[config.mk]
export PLATFORM = sky130hd
export DESIGN_NAME = instr_fetch_unit
export DESIGN_NICKNAME = d
export VERILOG_FILES = /design/src/rtl/cpu_pkg.sv /design/src/rtl/rise_detect.sv /design/src/rtl/instr_fetch_unit.sv
export SDC_FILE = /design/constraint.sdc
export NUM_CORES = 1
export LEC_CHECK = 0
export CAP_MARGIN = 20
export CORE_MARGIN = 3
export CORE_UTILIZATION = 40
export CTS_CLUSTER_SIZE = 40
export DETAILED_ROUTE_END_ITERATION = 12
export GPL_ROUTABILITY_DRIVEN = 0
export GPL_TIMING_DRIVEN = 0
export PLACE_DENSITY = 0.83
export SETUP_SLACK_MARGIN = 0.2
export SYNTH_ARGS = -nofsm -noshare
export SYNTH_HDL_FRONTEND = slang
export SYNTH_SLANG_ARGS = --single-unit
[constraint.sdc]
create_clock -name clk -period 1.5 [get_ports clk]
set_clock_uncertainty 0.2 [all_clocks]
set_input_delay 0.3 -clock clk [delete_from_list [all_inputs] [get_ports clk]]
set_output_delay 0.3 -clock clk [all_outputs]
set_load 0.03 [all_outputs]
[src/rtl/cpu_pkg.sv]
// -----------------------------------------------------------------------------
// cpu_pkg
// Shared definitions for the program-sequencing blocks: default datapath
// widths, the HALT opcode encoding and the instruction-fetch FSM state type.
// -----------------------------------------------------------------------------
package cpu_pkg;

    localparam int DEF_ADDR_W  = 8;
    localparam int DEF_INSTR_W = 8;

    // Any instruction whose upper nibble matches this stops the sequencer.
    localparam logic [3:0] OPC_HALT = 4'hF;

    typedef enum logic [1:0] {
        IDLE = 2'd0,
        WAIT = 2'd1,
        ERR  = 2'd2
    } fetch_state_t;

    function automatic logic is_halt(input logic [3:0] opc_hi);
        return opc_hi == OPC_HALT;
    endfunction

endpackage

[src/rtl/rise_detect.sv]
// -----------------------------------------------------------------------------
// rise_detect
// Turns a level command into a single-cycle fire: o_rise is high when i_sig is
// 1 now and was 0 on the previous clock. History clears on reset, so a level
// held through reset fires on the first cycle after reset.
//   clk     in   clock
//   reset   in   synchronous, active-high
//   i_sig   in   level command
//   o_rise  out  rising-edge fire (combinational from i_sig and history)
// -----------------------------------------------------------------------------
module rise_detect (
    input  logic clk,
    input  logic reset,
    input  logic i_sig,
    output logic o_rise
);

    logic r_prev;

    // NOTE: reset is sampled on the clock edge only, so it lives inside the
    // clocked branch rather than in the sensitivity list.
    always_ff @(posedge clk) begin
        if (reset) begin
            r_prev <= 1'b0;
        end else begin
            // NOTE: non-blocking so every register samples pre-edge values.
            r_prev <= i_sig;
        end
    end

    assign o_rise = i_sig & ~r_prev;

endmodule

[src/rtl/instr_fetch_unit.sv]
// -----------------------------------------------------------------------------
// instr_fetch_unit
// Owns the program counter and instruction register. Executes the controller's
// LoadIR / IncPC / LoadPC / SelPC commands (edge-triggered), fetches over a
// req/ack memory port and reports valid, halt and timeout status.
//   clk, reset            clock; synchronous active-high reset
//   load_ir/inc_pc/load_pc level commands, acted on at their rising edge
//   sel_pc                load_pc source: 1 = imm_data, 0 = reg_data
//   reg_data/imm_data     jump targets
//   mem_req/mem_addr      read request (held until ack) and its address
//   mem_ack/mem_rdata     read data strobe and instruction word
//   opcode/ir_valid       IR contents and freshness flag
//   busy                  fetch in flight
//   pc                    program counter
//   halted/fetch_err      sticky HALT and timeout flags
// -----------------------------------------------------------------------------
module instr_fetch_unit
    import cpu_pkg::*;
#(
    parameter int                 ADDR_W   = DEF_ADDR_W,
    parameter int                 INSTR_W  = DEF_INSTR_W,
    parameter logic [ADDR_W-1:0]  RESET_PC = '0,
    parameter int                 TIMEOUT  = 15
) (
    input  logic               clk,
    input  logic               reset,
    input  logic               load_ir,
    input  logic               inc_pc,
    input  logic               load_pc,
    input  logic               sel_pc,
    input  logic [ADDR_W-1:0]  reg_data,
    input  logic [ADDR_W-1:0]  imm_data,
    output logic               mem_req,
    output logic [ADDR_W-1:0]  mem_addr,
    input  logic               mem_ack,
    input  logic [INSTR_W-1:0] mem_rdata,
    output logic [INSTR_W-1:0] opcode,
    output logic               ir_valid,
    output logic               busy,
    output logic [ADDR_W-1:0]  pc,
    output logic               halted,
    output logic               fetch_err
);

    localparam int CNT_W = $clog2(TIMEOUT + 1);

    fetch_state_t     r_state;
    logic [CNT_W-1:0] r_cnt;

    logic w_ld_ir;
    logic w_inc;
    logic w_ld_pc;
    logic w_start;
    logic w_ack;
    logic w_tmo;

    rise_detect u_rd_load_ir (.clk(clk), .reset(reset), .i_sig(load_ir), .o_rise(w_ld_ir));
    rise_detect u_rd_inc_pc  (.clk(clk), .reset(reset), .i_sig(inc_pc),  .o_rise(w_inc));
    rise_detect u_rd_load_pc (.clk(clk), .reset(reset), .i_sig(load_pc), .o_rise(w_ld_pc));

    // mem_req is high exactly while in WAIT, so gating ack by state also
    // discards stray acks while no request is outstanding.
    assign w_start = (r_state == IDLE) && w_ld_ir && !halted;
    assign w_ack   = (r_state == WAIT) && mem_ack;
    // Ack on the timeout edge wins: the timeout term requires no ack.
    assign w_tmo   = (r_state == WAIT) && !mem_ack && (r_cnt == CNT_W'(TIMEOUT - 1));

    assign busy = (r_state == WAIT);

    // FSM, memory request and timeout counter
    always_ff @(posedge clk) begin
        if (reset) begin
            r_state   <= IDLE;
            mem_req   <= 1'b0;
            mem_addr  <= '0;
            r_cnt     <= '0;
            fetch_err <= 1'b0;
        end else begin
            case (r_state)
                IDLE: begin
                    if (w_start) begin
                        r_state  <= WAIT;
                        mem_req  <= 1'b1;
                        mem_addr <= pc;   // pre-update PC if a PC command coincides
                        r_cnt    <= '0;
                    end
                end
                WAIT: begin
                    if (w_ack) begin
                        r_state <= IDLE;
                        mem_req <= 1'b0;
                    end else if (w_tmo) begin
                        r_state   <= ERR;
                        mem_req   <= 1'b0;
                        fetch_err <= 1'b1;
                    end else begin
                        r_cnt <= r_cnt + CNT_W'(1);
                    end
                end
                // NOTE: an explicit default keeps the case fully specified;
                // ERR simply holds every register.
                default: ;
            endcase
        end
    end

    // Instruction register and status flags
    always_ff @(posedge clk) begin
        if (reset) begin
            opcode   <= '0;
            ir_valid <= 1'b0;
            halted   <= 1'b0;
        end else begin
            if (w_start) begin
                ir_valid <= 1'b0;
            end
            if (w_ack) begin
                opcode   <= mem_rdata;
                ir_valid <= 1'b1;
                if (is_halt(mem_rdata[INSTR_W-1 -: 4])) begin
                    halted <= 1'b1;
                end
            end
        end
    end

    // Program counter: load beats increment; frozen in ERR and once halted
    always_ff @(posedge clk) begin
        if (reset) begin
            pc <= RESET_PC;
        end else if (r_state != ERR && !halted) begin
            if (w_ld_pc) begin
                pc <= sel_pc ? imm_data : reg_data;
            end else if (w_inc) begin
                pc <= pc + ADDR_W'(1);
            end
        end
    end

endmodule

# After elaboration in Yosys (flattened, before gate mapping)
# Cells that the tools add are included.
op_classes:
  n_bitwise: 7
  add_sub_neg: 2
  eq_ne: 8
  muxes: 17
  reduce_logical: 18
ops:
  columns: ["operator", "n"]
  rows:
  - ["2-to-1 mux 8 bit", 3]
  - ["2-to-1 mux 4 bit", 3]
  - ["adder 8 x 1 -> 8 bit, second input constant", 1]
  - ["equality test 4 bit, second input constant", 2]
  - ["inequality test 2 bit, second input constant", 4]
  - ["one-hot mux 4 bit (2 select lines)", 1]
  - ["logical AND 1 bit", 6]
  - ["2-to-1 mux 2 bit", 3]
  - ["AND reduction 2 bit", 3]
  - ["AND reduction 3 bit", 2]
  - ["nonzero test 2 bit", 3]
  - ["2-to-1 mux 1 bit", 5]
  - ["adder 4 x 1 -> 4 bit, second input constant", 1]
  - ["inverter 1 bit", 4]
  - ["one-hot mux 2 bit (2 select lines)", 1]
  - ["AND reduction 4 bit", 1]
  - ["AND 1 bit", 3]
  - ["inequality test 3 x 1 -> 1 bit, second input constant", 1]
  - ["equality test 2 x 1 -> 1 bit, second input constant", 1]
  - ["zero test 1 bit", 2]
  - ["zero test 2 bit", 1]
  - ["one-hot mux 1 bit (2 select lines)", 1]
word_totals:
  elab_cells: 64
  out_inout_bits: 29
  in_bits: 31
  regBits: 37

# Logic depth before layout (Yosys ltp)
logic_depth:
  ltp_word: 6
  depth_mapped: 6
  depth_no_buf: 6

# Modules after synthesis
# From an unflattened synthesis, not the netlist that was laid out.
hier_totals:
  cells_unflattened: 198
  area_unflattened_um2: 1664.1
modules_own_cells:
  columns: ["module", "cells_each", "area_per_inst_um2", "n_inst", "seq_area_each_um2"]
  rows:
  - ["instr_fetch_unit", 189, 1521.5, 1, 660.6]
  - ["rise_detect", 3, 47.5, 3, 20.0]

# Worst setup path after synthesis
# No wires, ideal clock.
synth_timing:
  path_type: "flip-flop to flip-flop"
  start: "reg r_state[0]"
  end: "reg halted"
  arrival_ns: 1.703
  setup_ns: 0.065
  stages_incl_launch_ff: 6
  period_less_slack_ns: 1.969
  slack_ns: -0.469
  t_required_ns: 1.235
  n_path_buf: 1
  cell_sequence: "dfxtp_1 > nor2b_1 > and2_1 > buf_4 > a31oi_1 > nor2_1"
synth_via:
  elab_chain_cells: 3
synth_lines:
  columns: ["item", "line_no", "text"]
  rows:
  - ["start: declaration", "instr_fetch_unit.sv:47", "fetch_state_t r_state;"]
  - ["start signal: assignment", "instr_fetch_unit.sv:73", "r_state <= IDLE;"]
  - ["start signal: assignment", "instr_fetch_unit.sv:82", "r_state <= WAIT;"]
  - ["start signal: assignment", "instr_fetch_unit.sv:90", "r_state <= IDLE;"]
  - ["equality test 2 x 1 -> 1 bit", null, null]
  - ["via busy", "instr_fetch_unit.sv:39", "output logic busy,"]
  - ["logical AND 1 bit", "instr_fetch_unit.sv:64", "assign w_ack = (r_state == WAIT) && mem_ack;"]
  - ["AND reduction 2 bit (no line)", null, null]
  - ["end signal: assignment", "instr_fetch_unit.sv:112", "halted <= 1'b0;"]
  - ["end signal: assignment", "instr_fetch_unit.sv:121", "halted <= 1'b1;"]
  - ["end: declaration", "instr_fetch_unit.sv:41", "output logic halted,"]
# The timed path passes the listed nets, and every way through them passes these cells.
# A chain may end at the register's enable or synchronous reset.

# Worst setup path after layout
layout_timing:
  start: "reg pc[3]"
  end: "reg pc[7]"
layout_via:
  elab_chain_cells: 3
layout_lines:
  columns: ["item", "line_no", "text"]
  rows:
  - ["start: declaration", "instr_fetch_unit.sv:40", "output logic [ADDR_W-1:0] pc,"]
  - ["start signal: assignment", "instr_fetch_unit.sv:133", "pc <= sel_pc ? imm_data : reg_data;"]
  - ["start signal: assignment", "instr_fetch_unit.sv:135", "pc <= pc + ADDR_W'(1);"]
  - ["adder 8 x 1 -> 8 bit", "instr_fetch_unit.sv:135", null]
  - ["2-to-1 mux 8 bit", "instr_fetch_unit.sv:134", "end else if (w_inc) begin"]
  - ["2-to-1 mux 8 bit", "instr_fetch_unit.sv:132", "if (w_ld_pc) begin"]
# Every way passes these cells. The select of a mux whose other input is x is not followed.

==> reports/qor.yml <==
ys_ff_latch: 36
grt_max_degree: 12
max_slew.worst_pin.slew_ps: 687
first_global_vias: 1788
portBuffers: 57
synth_ff_type: "dfxtp_1"
ir_drop_mv: 0.610
synth_top_area_frac: 0.434
stdcell_count: 348
synth_cells: 201
h-tree-depth: 2
power_density_nw_per_um2: 824
drcViolationCount: 0
drv_slew: 0
cts_buffers: 5
ant_nets: 0
power_frac_comb: 0.257
dieWidth_microns: 70.5
synth_area_per_cell_sq_um: 8.27
fin_crit_sh: 1.03
finalHoldViolCount: 0
cap_viol_max_count: 0
clk-insertion-delay-late_ps: 300
die_area_sq_um: 4960
core-area_sq_um: 3830
multi_input_area_sq_um: 1200
p_sw_mw: 0.758
hold_depth: 2
holdWs_ps: 234
cts_buffer_depth: 2
cp-start-kind: "flop"
min_period_ps: 1550
cts.sink_count: 36
cts_hold_buffers: 0
holdPathEnd: "u_rd_inc_pc.r_prev"
min_path_type: "in2reg"
areaGrowthSynthToFinish_pct: 90.2
track_usage: 0.224
power_frac_seq: 0.399
r2r-start: "pc[3]"
cts-root-buf: "clkbuf_8"
post_drt_wl_per_cell_microns: 17.8
synth.most_common_cell: "nand2_1"
synth_edf_count: 0
violations: "negative setup slack"
relSlewSlack: 0.542
drt_iter0_drc: 113
num-nets-final: 333
setup_violations: 10
antennaDiodeCount: 0
drtPass1Iterations: 4
antenna_found_initial: 0
rsz0062_at_grt: "true"
arrival_ps: 1560
worst-path-max-fanout: 7
start_util: 0.434
register_area_sq_um: 793
p_int_mw: 1.85
place_hpwl_microns: 3150
cp-end-kind: "flop"
reg2regPathDepth: 4
max_freq_mhz: 645
synth_nets: 235
ff2ff_setup_slack_ps: -50
synth.area.top_cells: "dfxtp_1 (43%), nand2_1 (9.7%), a21oi_1 (8.4%)"
yosys.area.top_type: "dfxtp_1"
via_per_inst: 5.43
finalPower_mw: 2.60
netlist_area_sq_um: 1660
layout_setup_ws_ps: -50.3
vias: 1890
ys_types: 41
cts_tree: "done"
switching_share: 0.291
fill_cells: 210
crit_required_ps: 1510
grt-ovfl-total: 0
drive_above_1_share: 0.607
critPathKind: "reg2reg"
dp_cells: 306
grt_pass1_wl_microns: 8710
p_leak_nw: 1.30
outcome: "complete, but fails checks"
seq_area_frac_synth: 0.434
regToRegEndpoint: "pc[7]"
clkSlewWorstSetupHoldPaths_ps: 80
synthTopCellsByCount: "nand2_1 (43), dfxtp_1 (36), a21oi_1 (28)"
async_flop_share: 0
row_count: 22
routed_wl_microns: 6200
pwr-share-clk: 0.345
die_h_microns: 70.5
synth_warnings: 0
min-delay-start: "inc_pc"
io_pins: 60
## per-layer routing
layer | GRT usage | share of wire | vias to the layer above
met3 | 0.0633 | 0.065 | 12
li1 | - | - | 898
met4 | 0.0723 | 0.016 | 0
met2 | 0.349 | 0.50 | 70
met1 | 0.296 | 0.42 | 910
met5 | 0 | 0 | -
## through the flow
step | utilization | setup slack, ps | setup TNS, ps | area, sq um
finish | 0.826 | -50.3 | -241 | 3160
CTS | 0.753 | -39.9 | -144 | 2880
global placement | 0.625 | -552 | -8200 | 2390
detailed placement | 0.625 | -553 | -8840 | 2390
floorplan | - | -5.43 | -5.43 | 1760
global route | 0.826 | -122 | -1110 | 3160
## worst max-delay path, stage by stage (launching register included)
cell,delay (ps)
dfxtp_4,400
and4_4,240
nand4_1,140
o31a_1,280
o32ai_2,190
## worst max path at each step
stage	from	endpoint
2_1_floorplan	pc[2]	pc[7]
3_3_place_gp	load_pc	pc[7]
3_5_place_dp	load_pc	pc[2]
4_1_cts	u_rd_load_pc.r_prev	pc[7]
5_1_grt	pc[3]	pc[7]
6_report	pc[3]	pc[7]
## registers in the layout, summed over array words and instances (netlist names)
register	flops
r_state	2
u_rd_load_ir.r_prev	1
halted	1
u_rd_load_pc.r_prev	1
opcode	8
pc	8
mem_addr	8
ir_valid	1
u_rd_inc_pc.r_prev	1
r_cnt	4
fetch_err	1
## area by class of cell
class                           instances  area share
Multi-Input combinational cell        153       0.380
Timing Repair Buffer                   90       0.280
Sequential cell                        36       0.251
Clock buffer                            8      0.0384
Buffer                                 11      0.0289
Tap cell                               48      0.0190
Inverter                                2     0.00238
## cells in the final DEF, fill, tap and decap left out, types with 3 or more instances in the layout
| cell type | instances |
|---|---|
| clkdlybuf4s50_1 | 25 |
| dfxtp_2 | 19 |
| nand2_2 | 15 |
| nor2b_1 | 3 |
| buf_4 | 25 |
| clkbuf_2 | 3 |
| o21ai_1 | 9 |
| nand2_4 | 10 |
| dlygate4sd2_1 | 3 |
| nand2_1 | 18 |
| nor2_1 | 14 |
| nand3_1 | 3 |
| a21oi_2 | 16 |
| dfxtp_4 | 13 |
| buf_6 | 39 |
| nor3_1 | 3 |
| buf_8 | 3 |
| mux2i_1 | 7 |
| clkbuf_8 | 7 |
| dfxtp_1 | 4 |
| a21oi_1 | 12 |
## repair_timing
item	CTS	global route
pin swaps	33	17
gates cloned	4	0
buffers inserted	16	14
endpoints found under the hold margin	0	0
resized for setup	272	50
setup endpoints to repair	62	60
## power groups by stage
stage                     logic (mW)  clock network, mW  registers (mW)
final                          0.669              0.897            1.04
after global routing           0.702              0.933            1.04
after CTS                      0.572              0.887            1.04
after detailed placement       0.463                  0            1.06
after global placement         0.455                  0            1.06
after floorplan                0.203                  0            1.12
## logic make-up after synthesis
logic type | synth area share
buffers and inverters | 0.0399
AO/OA/AOI/OAI | 0.190
AND/OR/NAND/NOR | 0.260
XOR/XNOR | 0.00527
adder cells (fa/ha/maj) | 0.0226
flip-flops | 0.434
multiplexers | 0.0489
Power figures use the tool's default switching activity.
